### config.mk
export PLATFORM = sky130hd
export DESIGN_NAME = oflow_mem_wr_collector
export DESIGN_NICKNAME = d
export VERILOG_FILES = /design/src/rtl/oflow_mem_wr_collector.sv
export SDC_FILE = /design/constraint.sdc
export NUM_CORES = 1
export LEC_CHECK = 0
export CAP_MARGIN = 25
export CORE_MARGIN = 3
export CORE_UTILIZATION = 40
export CTS_CLUSTER_SIZE = 16
export DETAILED_ROUTE_END_ITERATION = 8
export GPL_TIMING_DRIVEN = 0
export SETUP_SLACK_MARGIN = 0.15
export SLEW_MARGIN = 5
export SYNTH_ARGS = -nofsm -noshare
export SYNTH_HDL_FRONTEND = slang
export SYNTH_SLANG_ARGS = --single-unit
### constraint.sdc
create_clock -name clk -period 3.12 [get_ports clk]
set_clock_uncertainty 0.2 [all_clocks]
set_input_delay 0.624 -clock clk [delete_from_list [all_inputs] [get_ports clk]]
set_output_delay 0.624 -clock clk [all_outputs]
set_load 0.02 [all_outputs]
### src/rtl/oflow_mem_wr_collector.sv
// MEM buffer write collector: gathers even/odd bbox results from two PE lanes through
// 2-entry FIFOs, issues paired writes into the rotating history slot, then pulses done_write.
module oflow_mem_wr_collector #(
  parameter int unsigned DATA_WIDTH     = 32,
  parameter int unsigned BBOX_CNT_WIDTH = 6,
  parameter int unsigned HIST_WIDTH     = 3
) (
  input  logic                      clk,
  input  logic                      reset_N,
  input  logic                      start_write,
  input  logic [BBOX_CNT_WIDTH-1:0] num_of_bbox_in_frame,
  input  logic [HIST_WIDTH-1:0]     num_of_history_frames,
  input  logic                      pe_valid_0,
  input  logic                      pe_valid_1,
  input  logic [DATA_WIDTH-1:0]     pe_data_0,
  input  logic [DATA_WIDTH-1:0]     pe_data_1,
  output logic                      pe_ready_0,
  output logic                      pe_ready_1,
  output logic                      we_0,
  output logic                      we_1,
  output logic [DATA_WIDTH-1:0]     data_in_0,
  output logic [DATA_WIDTH-1:0]     data_in_1,
  output logic [BBOX_CNT_WIDTH-1:0] offset_0,
  output logic [BBOX_CNT_WIDTH-1:0] offset_1,
  output logic [HIST_WIDTH-1:0]     wr_frame_slot,
  output logic                      done_write,
  output logic                      busy,
  output logic                      err_start_busy
);

  localparam int unsigned DW = DATA_WIDTH;
  localparam int unsigned BW = BBOX_CNT_WIDTH;
  localparam int unsigned HW = HIST_WIDTH;
  localparam int unsigned CW = 2;

  typedef enum logic [1:0] {
    S_IDLE    = 2'd0,
    S_COLLECT = 2'd1,
    S_DONE    = 2'd2
  } state_e;

  state_e          state_q, state_d;
  logic [DW-1:0]   fifo_mem_q [2][2];
  logic [DW-1:0]   fifo_mem_d [2][2];
  logic [1:0]      fifo_wp_q, fifo_wp_d;
  logic [1:0]      fifo_rp_q, fifo_rp_d;
  logic [CW-1:0]   fifo_cnt_q [2];
  logic [CW-1:0]   fifo_cnt_d [2];
  logic [BW-1:0]   quota_q [2];
  logic [BW-1:0]   quota_d [2];
  logic [BW-1:0]   acc_q [2];
  logic [BW-1:0]   acc_d [2];
  logic [BW-1:0]   rem_q, rem_d;
  logic [BW-1:0]   wr_idx_q, wr_idx_d;
  logic [1:0]      rdy_q, rdy_d;
  logic            we_0_q, we_0_d, we_1_q, we_1_d;
  logic [DW-1:0]   data_in_0_q, data_in_0_d, data_in_1_q, data_in_1_d;
  logic [BW-1:0]   offset_0_q, offset_0_d, offset_1_q, offset_1_d;
  logic [HW-1:0]   slot_q, slot_d;
  logic            done_write_q, done_write_d;
  logic            busy_q, busy_d;
  logic            err_q, err_d;

  logic [1:0]      push;
  logic [1:0]      pop;
  logic [DW-1:0]   lane_data [2];
  logic [DW-1:0]   head [2];

  assign lane_data[0] = pe_data_0;
  assign lane_data[1] = pe_data_1;
  assign head[0]      = fifo_mem_q[0][fifo_rp_q[0]];
  assign head[1]      = fifo_mem_q[1][fifo_rp_q[1]];

  // Next-state, FIFO bookkeeping and registered-output computation
  always_comb begin
    state_d      = state_q;
    fifo_mem_d   = fifo_mem_q;
    fifo_wp_d    = fifo_wp_q;
    fifo_rp_d    = fifo_rp_q;
    fifo_cnt_d   = fifo_cnt_q;
    quota_d      = quota_q;
    acc_d        = acc_q;
    rem_d        = rem_q;
    wr_idx_d     = wr_idx_q;
    rdy_d        = '0;
    we_0_d       = 1'b0;
    we_1_d       = 1'b0;
    data_in_0_d  = data_in_0_q;
    data_in_1_d  = data_in_1_q;
    offset_0_d   = offset_0_q;
    offset_1_d   = offset_1_q;
    slot_d       = slot_q;
    err_d        = err_q;
    pop          = '0;
    push         = {pe_valid_1, pe_valid_0} & rdy_q;

    unique case (state_q)
      S_IDLE: begin
        if (start_write) begin
          // a start coinciding with done_write still belongs to the finishing frame
          if (done_write_q) begin
            err_d = 1'b1;
          end else begin
            quota_d[0] = (num_of_bbox_in_frame >> 1) + BW'(num_of_bbox_in_frame[0]);
            quota_d[1] = num_of_bbox_in_frame >> 1;
            acc_d[0]   = '0;
            acc_d[1]   = '0;
            wr_idx_d   = '0;
            rem_d      = num_of_bbox_in_frame;
            state_d    = (num_of_bbox_in_frame == '0) ? S_DONE : S_COLLECT;
          end
        end
      end
      S_COLLECT: begin
        if (start_write) err_d = 1'b1;
        if ((fifo_cnt_q[0] != '0) && ((fifo_cnt_q[1] != '0) || (rem_q == BW'(1)))) begin
          we_0_d      = 1'b1;
          data_in_0_d = head[0];
          offset_0_d  = wr_idx_q;
          pop[0]      = 1'b1;
          if (rem_q == BW'(1)) begin
            offset_1_d = '0;
            rem_d      = '0;
          end else begin
            we_1_d      = 1'b1;
            data_in_1_d = head[1];
            offset_1_d  = wr_idx_q + BW'(1);
            pop[1]      = 1'b1;
            wr_idx_d    = wr_idx_q + BW'(2);
            rem_d       = rem_q - BW'(2);
          end
          if (rem_d == '0) state_d = S_DONE;
        end
      end
      S_DONE: begin
        if (start_write) err_d = 1'b1;
        slot_d  = (slot_q >= num_of_history_frames) ? '0 : slot_q + HW'(1);
        state_d = S_IDLE;
      end
      default: state_d = S_IDLE;
    endcase

    for (int k = 0; k < 2; k++) begin
      if (push[k]) begin
        fifo_mem_d[k][fifo_wp_q[k]] = lane_data[k];
        fifo_wp_d[k]                = ~fifo_wp_q[k];
      end
      if (pop[k]) fifo_rp_d[k] = ~fifo_rp_q[k];
      fifo_cnt_d[k] = fifo_cnt_q[k] + CW'(push[k]) - CW'(pop[k]);
      acc_d[k]      = acc_d[k] + BW'(push[k]);
      // ready is computed from next-cycle state so the registered copy never lags
      rdy_d[k]      = (state_d == S_COLLECT) && (fifo_cnt_d[k] != CW'(2)) &&
                      (acc_d[k] < quota_d[k]);
    end

    busy_d       = (state_d == S_COLLECT);
    done_write_d = (state_q == S_DONE);
  end

  always_ff @(posedge clk or negedge reset_N) begin
    if (!reset_N) begin
      state_q      <= S_IDLE;
      for (int k = 0; k < 2; k++) begin
        fifo_mem_q[k][0] <= '0;
        fifo_mem_q[k][1] <= '0;
        fifo_cnt_q[k]    <= '0;
        quota_q[k]       <= '0;
        acc_q[k]         <= '0;
      end
      fifo_wp_q    <= '0;
      fifo_rp_q    <= '0;
      rem_q        <= '0;
      wr_idx_q     <= '0;
      rdy_q        <= '0;
      we_0_q       <= 1'b0;
      we_1_q       <= 1'b0;
      data_in_0_q  <= '0;
      data_in_1_q  <= '0;
      offset_0_q   <= '0;
      offset_1_q   <= '0;
      slot_q       <= '0;
      done_write_q <= 1'b0;
      busy_q       <= 1'b0;
      err_q        <= 1'b0;
    end else begin
      state_q      <= state_d;
      fifo_mem_q   <= fifo_mem_d;
      fifo_cnt_q   <= fifo_cnt_d;
      quota_q      <= quota_d;
      acc_q        <= acc_d;
      fifo_wp_q    <= fifo_wp_d;
      fifo_rp_q    <= fifo_rp_d;
      rem_q        <= rem_d;
      wr_idx_q     <= wr_idx_d;
      rdy_q        <= rdy_d;
      we_0_q       <= we_0_d;
      we_1_q       <= we_1_d;
      data_in_0_q  <= data_in_0_d;
      data_in_1_q  <= data_in_1_d;
      offset_0_q   <= offset_0_d;
      offset_1_q   <= offset_1_d;
      slot_q       <= slot_d;
      done_write_q <= done_write_d;
      busy_q       <= busy_d;
      err_q        <= err_d;
    end
  end

  assign pe_ready_0     = rdy_q[0];
  assign pe_ready_1     = rdy_q[1];
  assign we_0           = we_0_q;
  assign we_1           = we_1_q;
  assign data_in_0      = data_in_0_q;
  assign data_in_1      = data_in_1_q;
  assign offset_0       = offset_0_q;
  assign offset_1       = offset_1_q;
  assign wr_frame_slot  = slot_q;
  assign done_write     = done_write_q;
  assign busy           = busy_q;
  assign err_start_busy = err_q;

endmodule
==> results of run 1 <==
-- layout make-up --
cell class,instances,area (um^2)
fillers,2481,13000
multi-input cells,570,4720
clock buffers,41,811
flip-flops and latches,258,6460
inverters,37,139
plain buffers,52,295
well taps,378,473
repair buffers,190,1910
clock inverters,7,87.6
-- critical path, delay by kind of cell (launching register included) --
family                   cells  cell delay (ps)
AO/OA/AOI/OAI                4              880
adder cells (fa/ha/maj)      4              790
flip-flops                   1              410
AND/OR/NAND/NOR              4              400
buffers and inverters        3              350
XOR/XNOR                     1              150
-- cell families after synthesis --
| logic type | after synthesis | share of synthesized area (%) |
|---|---|---|
| AOI/OAI and AO/OA | 169 | 9.50 |
| muxes | 209 | 19.8 |
| DFF | 258 | 56.5 |
| buffers and inverters | 89 | 3.49 |
| other | 1 | 0.0328 |
| adders and majority gates | 30 | 3.29 |
| xor gates and xnor gates | 18 | 1.38 |
| and+or+nand+nor | 143 | 5.97 |
-- metrics by stage --
stage	total power [mW]	hold WS, ps	utilization, %
2_1_floorplan	11.0	128	-
3_3_place_gp	13.5	240	48.8
3_5_place_dp	13.6	259	49.0
4_1_cts	17.2	273	53.0
5_1_grt	18.3	301	53.3
6_report	17.0	273	53.3
-- power by group --
| part | switching, mW | leakage, nW | total [mW] | internal (mW) |
|---|---|---|---|---|
| sequential | 0.844 | 3.12 | 5.83 | 4.98 |
| combinational | 4.16 | 3.06 | 7.96 | 3.80 |
| clock | 1.29 | 0.440 | 3.23 | 1.95 |
-- sequential cells by signal, summed over array words and instances (netlist names), 2 cells and up --
name           count
quota_q           12
fifo_rp_q          2
data_in_0         32
data_in_1         32
offset_0           5
state_q            2
acc_q             12
offset_1           6
wr_idx_q           5
fifo_mem_q       128
fifo_wp_q          2
rdy_q              2
fifo_cnt_q         4
wr_frame_slot      3
rem_q              6
-- repair_timing --
| action | CTS | global route |
|---|---|---|
| hold buffers | 1 | 0 |
| buffers inserted | 21 | 4 |
| setup endpoints to repair | 2 | 3 |
| hold endpoints to repair | 66 | 0 |
| pin swaps | 15 | 12 |
| gates resized for setup | 16 | 16 |
| gates cloned | 0 | 0 |
-- Yosys cell counts (all sizes together) (7+ instances only) --
master,count,area share [%]
a21oi,41,2.7
o21ai,89,3.9
xnor2,11,0.84
xor2,7,0.54
nor2,47,1.5
nand2,45,1.5
mux2i,72,6.3
dfrtp,258,57
inv,37,1.2
mux2,137,14
nand3,10,0.44
clkbuf,20,0.66
ha,30,3.3
buf,32,1.6
-- metal layers --
metal	global-route usage (%)	vias to the layer above	routed length, um
met3	4.22	47	1560
met2	27.6	184	12100
met5	0	-	0
li1	-	3644	-
met1	23.7	3828	12100
met4	3.99	0	661
-- how the worst min path moves through the flow --
stage / startpoint / endpoint / cells past startpoint
global placement: err_start_busy / err_start_busy / 1
finish: quota_q[6] / quota_q[6] / 2
global route: err_start_busy / err_start_busy / 1
detailed placement: err_start_busy / err_start_busy / 1
CTS: quota_q[6] / quota_q[6] / 2
floorplan: reset_N / acc_q[0] / 0
==> key figures, run 1 <==
Run status
  • Status: finished, violations left
  • Failing checks: negative setup slack

Timing
  • Fraction of the cycle the final worst path needs: 106%
  • Transition at the pin with the smallest max-transition slack: 832 ps
  • Setup repair after global routing missed its margin: true
  • Count of pins over their slew limit: 0
  • Final Hold Viols: 0
  • Final setup viols: 3
  • Max Clk Rate: 302 MHz
  • Post-route minimum period: 3320 ps
  • Worst-case headroom to the max-slew limit: 44.5%
  • Total Negative Setup Slacks: -343 ps
  • Crit path setup slack, layout: -197 ps

Job
  • Max-cap check violation count: 0

Clock network
  • Clock sinks: 258
  • TritonCTS clock tree: done
  • Post-CTS clock slew at the launch and capture registers of the worst setup and hold paths: 60 ps
  • CTS Root Buffer Type: sky130_fd_sc_hd__clkbuf_16
  • Clock Path Buffers: 3
  • H-tree level count: 1
  • Clk Latency, worst-skew pair: 530 ps
  • Number of buffers created by CTS: 29

Global route
  • Maximum number of pins on one net before global-route repair: 99
  • Global-route usage over all layers: 17.2%
  • GRT overflow: 0
  • Via count of the first global-routing pass: 7950
  • Number of antenna violations at the first check in global routing: 0
  • First-pass GRT wire length: 43000 um

Synth
  • Sequential element share of the synthesized area: 56.5%
  • Seq cells post-synth: 258
  • Top FF cell, synth: sky130_fd_sc_hd__dfrtp_1
  • Post-Syn Area: 0.0114 mm^2
  • Net Count, Synth: 1025
  • Count of synthesis-stage warnings from yosys: 0
  • Synthesized netlist cell count: 917
  • Number of enable flip-flop cells after synthesis: 0
  • Synth unique cells: 59
  • FFs w/ async S/R, synth: 100%
  • Average instance area after synthesis: 12.5 um^2

Final layout
  • Layout cells sized above 1: 25.6%
  • Most used cells in the layout excluding fill and tap cells: sky130_fd_sc_hd__dfrtp_1, sky130_fd_sc_hd__clkdlybuf4s50_1, sky130_fd_sc_hd__mux2_2, sky130_fd_sc_hd__mux2i_1, sky130_fd_sc_hd__o21ai_0
  • Post-layout instance area: 0.0149 mm^2
  • Total number of nets in the final design: 1246
  • Layout overhead on the synthesized area: 30.5%
  • Leading cell type in the layout, fill and taps excluded: sky130_fd_sc_hd__dfrtp_1
  • Final Non-Filler Cells: 1533
  • Antenna diodes: 0

Power and ir drop
  • Worst supply voltage drop on vdd: 0.667 mV
  • LEAKAGE: 6.62 nW
  • Power density over the cells: 1140 mW/mm^2

Critical path
  • Number of cell instances on the worst register-to-register path: 16
  • Worst Setup EP: rdy_q[1]
  • Register-to-register setup slack: -200 ps
  • Worst Setup Start Kind: flop
  • Launching point of the worst reg2reg path: state_q[0]
  • Peak fanout along the critical path: 5
  • Worst Path Required: 3330 ps
  • Critical path startpoint: state_q[0]
  • Terminus of the critical flop-to-flop path: rdy_q[1]
  • CP Data Arrival Time: 3520 ps
  • Most frequent cell on the critical path: sky130_fd_sc_hd__ha_4
  • Worst setup path category: reg -> reg
  • Kind of capture point of the worst setup path: flop
  • Biggest cell delay along the critical path: 410 ps
  • Cell with the largest stage delay on the worst path: sky130_fd_sc_hd__dfrtp_1
  • Cell breakdown of the critical path: inv_2, ha_4, buf_6, nand3b_1, clkbuf_8, and2_4, ha_4, ha_4, nand3_2, xor2_1, nor2_1, ha_1, a21oi_2, o221ai_2, a221o_1, a211oi_2

Route
  • Via count: 7703
  • DRC violations left: 0
  • Aggregate routed wire length: 26400 um
  • Vias/cell: 5.02
  • Initial DRT Pass Iterations: 4
  • Routed wire length per instance: 17.2 um
  • Number of DRC violations after detailed-routing iteration 0: 403
  • Final antenna-violating net count: 0

Die
  • Vert. Die Dim: 175 um
  • DIE AREA: 0.0306 mm^2
  • Placement row count: 61
  • Floorplan Core Area: 0.0279 mm^2
  • Die X-Extent: 175 um
  • Effective utilization at floorplan: 40.9%
  • Boundary pin count: 164

Place
  • Cell Area, Placed: 0.0137 mm^2
  • Final weighted congestion in routability-driven placement: 0.799
  • Dpl cells: 1459
  • Post-detail-place hpwl: 18000 um
  • Number of input and output port buffers inserted: 162
  • Worst slack at placement: -1030 ps

Min path
  • Classification of the worst-slack hold path: reg -> reg
No activity file was read; power rests on OpenSTA's default activity.
==> inputs of run 2 (changes only) <==
--- a/config.mk
+++ b/config.mk
@@ -8,6 +8,7 @@
 export CAP_MARGIN = 25
 export CORE_MARGIN = 3
 export CORE_UTILIZATION = 40
+export CTS_CLUSTER_DIAMETER = 60
 export CTS_CLUSTER_SIZE = 16
 export DETAILED_ROUTE_END_ITERATION = 8
 export GPL_TIMING_DRIVEN = 0
==> run 2 against run 1 <==
Effect of this change: the run still ends with negative setup slack left; first-iteration DRC count down 0.99%; final area down 1.2%; highest routed layer unchanged; register-to-register slack improved by 20 ps; power decreased by 1.3%; via count down 1.2%; count of clock-buffer cells in the layout down 15; global-route usage decreased by 0.24 points; die area unchanged; wire length shrank 1.2%.
==> key figures, run 2 (synthesis results as in run 1) <==
Run status
  • Status: finished, violations left
  • Failing checks: negative setup slack

Place
  • Post-detail-place hpwl: 18000 um (unchanged)
  • Number of input and output port buffers inserted: 162 (unchanged)
  • Cell Area, Placed: 0.0137 mm^2 (unchanged)
  • Worst slack at placement: -1030 ps (unchanged)
  • Final weighted congestion in routability-driven placement: 0.799 (unchanged)

Timing
  • Count of pins over their slew limit: 0 (unchanged)
  • Worst hold slack after final layout: 273 ps (-0.660 ps)
  • Final Hold Viols: 0 (unchanged)
  • Final setup viols: 2 (-1)
  • Transition at the pin with the smallest max-transition slack: 833 ps (+0.523 ps)
  • Post-route minimum period: 3300 ps (-20.5 ps)
  • Setup repair after global routing missed its margin: true
  • Crit path setup slack, layout: -176 ps (+20.5 ps)
  • Total Negative Setup Slacks: -326 ps (+17.8 ps)
  • Fraction of the cycle the final worst path needs: 106% (-0.66 points)
  • Worst-case headroom to the max-slew limit: 44.5% (about the same)
  • Max Clk Rate: 303 MHz (+0.62%)

Clock network
  • CTS Root Buffer Type: sky130_fd_sc_hd__clkbuf_16
  • H-tree level count: 1 (unchanged)
  • Number of buffers created by CTS: 24 (-17%)
  • Clock Path Buffers: 3 (unchanged)
  • Post-CTS clock slew at the launch and capture registers of the worst setup and hold paths: 70 ps (about the same)
  • Clk Latency, worst-skew pair: 520 ps (about the same)
  • TritonCTS clock tree: done
  • Clock sinks: 258 (unchanged)

Final layout
  • Layout overhead on the synthesized area: 28.9%
  • Antenna diodes: 0 (unchanged)
  • Post-layout instance area: 0.0147 mm^2 (-1.2%)
  • Largest register FFs: 128 (unchanged)
  • Most used cells in the layout excluding fill and tap cells: sky130_fd_sc_hd__dfrtp_1, sky130_fd_sc_hd__clkdlybuf4s50_1, sky130_fd_sc_hd__mux2_2, sky130_fd_sc_hd__mux2i_1, sky130_fd_sc_hd__o21ai_0
  • Leading cell type in the layout, fill and taps excluded: sky130_fd_sc_hd__dfrtp_1
  • Most flop-heavy register: fifo_mem_q
  • Layout cells sized above 1: 25.3% (-0.34 points)
  • Total number of nets in the final design: 1234 (-0.96%)

Power and ir drop
  • Design Power: 16.8 mW (-1.3%)
  • Worst supply voltage drop on vdd: 0.574 mV (-14%)
  • Power density over the cells: 1140 mW/mm^2 (-0.14%)
  • LEAKAGE: 6.51 nW (-1.7%)

Die
  • Effective utilization at floorplan: 40.9% (unchanged)
  • Vert. Die Dim: 175 um (unchanged)
  • Floorplan Core Area: 0.0279 mm^2 (unchanged)
  • Placement row count: 61 (unchanged)
  • Boundary pin count: 164 (unchanged)
  • DIE AREA: 0.0306 mm^2 (unchanged)
  • Die X-Extent: 175 um (unchanged)

Route
  • DRC violations left: 0 (unchanged)
  • Routed wire length per instance: 17.2 um (-0.14%)
  • Initial DRT Pass Iterations: 4 (unchanged)
  • Vias/cell: 5.02 (-0.17%)
  • Aggregate routed wire length: 26100 um (-1.2%)
  • Final antenna-violating net count: 0 (unchanged)
  • Via count: 7610 (-1.2%)
  • Number of DRC violations after detailed-routing iteration 0: 399 (-0.99%)

Critical path
  • Most frequent cell on the critical path: sky130_fd_sc_hd__ha_4
  • Worst setup path category: reg -> reg
  • Bufs and invs on worst path: 4 (+1)
  • Worst Setup Start Kind: flop
  • Worst Path Required: 3330 ps (about the same)
  • CP Data Arrival Time: 3510 ps (about the same)
  • Kind of capture point of the worst setup path: flop
  • Top Family by Delay on Critical Path: compound AO/OA/AOI/OAI gates
  • Cell breakdown of the critical path: inv_2, ha_4, buf_6, nand3b_1, clkbuf_8, buf_6, and2_4, ha_4, ha_4, nand3_4, xor2_2, nor2_2, ha_1, a21oi_1, o221ai_1, a221o_1, a211oi_2
  • Biggest cell delay along the critical path: 410 ps (about the same)
  • Cell with the largest stage delay on the worst path: sky130_fd_sc_hd__dfrtp_1
  • Peak fanout along the critical path: 4 (-1)

Global route
  • Number of antenna violations at the first check in global routing: 0 (unchanged)
  • Via count of the first global-routing pass: 7764 (-2.3%)
  • First-pass GRT wire length: 42200 um (-1.8%)
  • Maximum number of pins on one net before global-route repair: 99 (unchanged)
  • Global-route usage over all layers: 16.9% (-0.24 points)
  • GRT overflow: 0 (unchanged)

Min path
  • Classification of the worst-slack hold path: reg -> reg

Job
  • Max-cap check violation count: 0 (unchanged)
[run 2: changes by cell type in the layout (fill, tap and decap cells not counted), sizes merged]
cell / previous run / this run
inv: 37 / 40
clkbuf: 63 / 47
buf: 58 / 52
clkinvlp: 1 / 4
[run 2: power by group]
group          internal, mW  switching [mW]  total [mW]
clock network          1.67            1.31        2.97
logic                  3.84            4.17        8.01
registers              4.98           0.841        5.82
total                  10.5            6.31        16.8
[run 2: worst reg2reg max path: cells and delay by family, from the launching register on]
kind	cells	cell delay (ps)
AOI/OAI and AO/OA	4	820
adders and majority gates	4	780
buffers and inverters	4	480
DFF	1	410
and+or+nand+nor	4	360
xor gates and xnor gates	1	140
[run 2: metrics by stage]
step	std cells	util (%)
6_report	1517	52.7
3_5_place_dp	1459	49.0
3_3_place_gp	1457	48.8
5_1_grt	1517	52.7
2_1_floorplan	917	-
4_1_cts	1512	52.4
[run 2: cell type report]
cell class | instances | area [um^2]
timing repair buffer | 183 | 1830
clock buffer | 26 | 639
fill | 2510 | 13200
sequential | 258 | 6460
buffer | 52 | 305
clock inverter | 13 | 154
tap | 378 | 473
multi-input combinational | 570 | 4720
inverter | 37 | 139
[run 2: final timing paths]
check                      cells past startpoint  slack, ps              to  startpoint
min reg2reg                                    2        270      quota_q[6]  quota_q[6]
min in group asynchronous                      2        440   data_in_1[30]     reset_N
max in group asynchronous                      4        960  fifo_mem_q[75]     reset_N
max reg2reg                                   17       -180        rdy_q[0]  state_q[0]
min                                            2        270      quota_q[6]  quota_q[6]
max                                           17       -180        rdy_q[0]  state_q[0]
[run 2: repair_timing]
action	in CTS	in global routing
hold buffers	1	0
buffers inserted	13	5
setup endpoints to repair	3	3
cloned	0	0
resized for setup	16	13
pin swaps	9	12
hold endpoints to repair	66	0
[run 2: routing by layer]
layer  vias to the layer above  track usage (%)  wire length (um)
met2                       190             27.1             11900
met5                         -                0                 0
li1                       3619                -                 -
met4                         0             3.46               446
met1                      3768             23.7             12100
met3                        33             4.13              1670
==> inputs of run 3 (changes only) <==
--- a/config.mk
+++ b/config.mk
@@ -13,6 +13,7 @@
 export DETAILED_ROUTE_END_ITERATION = 8
 export GPL_TIMING_DRIVEN = 0
 export SETUP_SLACK_MARGIN = 0.15
+export SKIP_CTS_REPAIR_TIMING = 1
 export SLEW_MARGIN = 5
 export SYNTH_ARGS = -nofsm -noshare
 export SYNTH_HDL_FRONTEND = slang
==> run 3 against run 2 <==
Effect of this change: the flow still finishes with violations (negative setup slack); hold slack about the same; non-clock buffer count fell by 6; final area down 0.52%; first-iteration DRC count shrank 9.5%; wire length is 1.1% lower; via count shrank 0.95%; count of clock-buffer cells in the layout is the same; utilization is 0.27 points lower; combinational power decreased by 1%; largest power group unchanged.
==> key figures, run 3 (synthesis results as in run 1) <==
Timing
  • Crit path setup slack, layout: -247 ps (-71.3 ps)
  • Count of pins over their slew limit: 0 (unchanged)
  • Post-route minimum period: 3370 ps (+71.3 ps)
  • Max Clk Rate: 297 MHz (-2.1%)
  • Total Negative Setup Slacks: -368 ps (-42.0 ps)
  • Final setup viols: 2 (unchanged)
  • Worst-case headroom to the max-slew limit: 44.8% (+0.29 points)
  • Transition at the pin with the smallest max-transition slack: 828 ps (-4.33 ps)
  • Setup repair after global routing missed its margin: true
  • Fraction of the cycle the final worst path needs: 108% (+2.3 points)
  • Final Hold Viols: 0 (unchanged)

Min path
  • Hold path depth: 2 (unchanged)
  • Classification of the worst-slack hold path: reg -> reg
  • Min-Delay Endpoint: quota_q[6]
  • Beginning of the worst hold path: quota_q[6]

Clock network
  • Clk Latency, worst-skew pair: 520 ps (about the same)
  • Post-CTS clock slew at the launch and capture registers of the worst setup and hold paths: 70 ps (about the same)
  • Clock Path Buffers: 3 (unchanged)
  • Clock sinks: 258 (unchanged)
  • H-tree level count: 1 (unchanged)
  • TritonCTS clock tree: done
  • Number of buffers created by CTS: 24 (unchanged)
  • CTS Root Buffer Type: sky130_fd_sc_hd__clkbuf_16

Die
  • Vert. Die Dim: 175 um (unchanged)
  • Die X-Extent: 175 um (unchanged)
  • Effective utilization at floorplan: 40.9% (unchanged)
  • Placement row count: 61 (unchanged)
  • Floorplan Core Area: 0.0279 mm^2 (unchanged)
  • DIE AREA: 0.0306 mm^2 (unchanged)
  • Boundary pin count: 164 (unchanged)

Run status
  • Failing checks: negative setup slack
  • Status: finished, violations left

Place
  • Number of input and output port buffers inserted: 162 (unchanged)
  • Cell Area, Placed: 0.0137 mm^2 (unchanged)
  • Worst slack at placement: -1030 ps (unchanged)
  • Post-detail-place hpwl: 18000 um (unchanged)
  • Final weighted congestion in routability-driven placement: 0.799 (unchanged)

Route
  • Final antenna-violating net count: 0 (unchanged)
  • Number of DRC violations after detailed-routing iteration 0: 361 (-9.5%)
  • DRC violations left: 0 (unchanged)
  • Vias/cell: 4.99 (-0.55%)
  • Initial DRT Pass Iterations: 6 (+2)
  • Routed wire length per instance: 17.1 um (-0.70%)
  • Via count: 7538 (-0.95%)
  • Aggregate routed wire length: 25800 um (-1.1%)

Global route
  • Number of antenna violations at the first check in global routing: 0 (unchanged)
  • Via count of the first global-routing pass: 7672 (-1.2%)
  • Global-route usage over all layers: 16.7% (-0.24 points)
  • GRT overflow: 0 (unchanged)
  • First-pass GRT wire length: 41700 um (-1.4%)
  • Maximum number of pins on one net before global-route repair: 99 (unchanged)

Final layout
  • Most flop-heavy register: fifo_mem_q
  • Antenna diodes: 0 (unchanged)
  • Filler Cell Count: 2519 (+0.36%)
  • Layout overhead on the synthesized area: 28.2%
  • Largest register FFs: 128 (unchanged)
  • Leading cell type in the layout, fill and taps excluded: sky130_fd_sc_hd__dfrtp_1
  • Most used cells in the layout excluding fill and tap cells: sky130_fd_sc_hd__dfrtp_1, sky130_fd_sc_hd__clkdlybuf4s50_1, sky130_fd_sc_hd__mux2_2, sky130_fd_sc_hd__mux2i_1, sky130_fd_sc_hd__o21ai_0
  • Total number of nets in the final design: 1228 (-0.49%)
  • Layout cells sized above 1: 24.5% (-0.75 points)
  • Utilization after layout: 52.4% (-0.27 points)
  • Post-layout instance area: 0.0146 mm^2 (-0.52%)

Power and ir drop
  • Design Power: 16.7 mW (-0.64%)
  • Power density over the cells: 1140 mW/mm^2 (-0.12%)
  • LEAKAGE: 6.46 nW (-0.65%)
  • Worst supply voltage drop on vdd: 0.572 mV (-0.31%)

Critical path
  • Worst setup path category: reg -> reg
  • Worst Setup Start Kind: flop
  • Terminus of the critical flop-to-flop path: rdy_q[1]
  • Launching point of the worst reg2reg path: state_q[0]
  • Kind of capture point of the worst setup path: flop
  • Register-to-register setup slack: -250 ps (-70 ps)
  • Worst Path Required: 3320 ps (about the same)
  • Peak fanout along the critical path: 6 (+2)
  • Number of cell instances on the worst register-to-register path: 16 (-1)
  • CP Data Arrival Time: 3570 ps (+60 ps)

Job
  • Max-cap check violation count: 0 (unchanged)
[run 3: final cells by class]
class | instances | area, um^2 | area share [%]
Multi-Input combinational cell | 570 | 4700 | 32.1
Timing Repair Buffer | 178 | 1790 | 12.2
Inverter | 37 | 139 | 0.948
Buffer | 51 | 294 | 2.01
Clock inverter | 13 | 154 | 1.05
Sequential cell | 258 | 6460 | 44.1
Tap cell | 378 | 473 | 3.23
Clock buffer | 26 | 639 | 4.36
[run 3: worst max-delay path, cell delays in order, from the launching register on]
cell and delay (ps):
sky130_fd_sc_hd__dfrtp_1 410, sky130_fd_sc_hd__inv_2 100, sky130_fd_sc_hd__ha_4 130, sky130_fd_sc_hd__buf_6 100, sky130_fd_sc_hd__nand3b_1 120, sky130_fd_sc_hd__buf_8 160
sky130_fd_sc_hd__and2_4 140, sky130_fd_sc_hd__ha_4 160, sky130_fd_sc_hd__ha_4 160, sky130_fd_sc_hd__nand3_2 70, sky130_fd_sc_hd__xor2_1 150, sky130_fd_sc_hd__nor2_1 80
sky130_fd_sc_hd__ha_1 360, sky130_fd_sc_hd__nand3_1 150, sky130_fd_sc_hd__o221ai_2 140, sky130_fd_sc_hd__a221o_1 310, sky130_fd_sc_hd__a211oi_2 310
[run 3: report_power, final]
group / internal (mW) / switching, mW
registers: 4.98 / 0.837
logic: 3.79 / 4.12
clock network: 1.67 / 1.30
[run 3: worst max-delay path by stage]
| stage | from | endpoint | slack, ps | cells past startpoint |
|---|---|---|---|---|
| 2_1_floorplan | state_q[0] | rdy_q[1] | 90 | 16 |
| 3_3_place_gp | reset_N | fifo_mem_q[111] | -10210 | 1 |
| 3_5_place_dp | start_write | rdy_q[1] | -1030 | 14 |
| 4_1_cts | state_q[0] | rdy_q[1] | -640 | 16 |
| 5_1_grt | state_q[0] | rdy_q[1] | -390 | 16 |
| 6_report | state_q[0] | rdy_q[1] | -250 | 16 |
[run 3: routing by layer]
metal	GRT usage, %	routed length [um]	share of wire, %	vias up
li1	-	-	-	3607
met1	23.4	12000	47	3737
met2	26.8	11900	46	165
met3	4.13	1560	6.1	29
met4	3.13	373	1.4	0
met5	0	0	0	-
[run 3: per-stage QoR]
stage	instances	hold WS, ps
2_1_floorplan	917	128
3_3_place_gp	1457	240
3_5_place_dp	1459	259
4_1_cts	1498	-156
5_1_grt	1511	302
6_report	1511	273
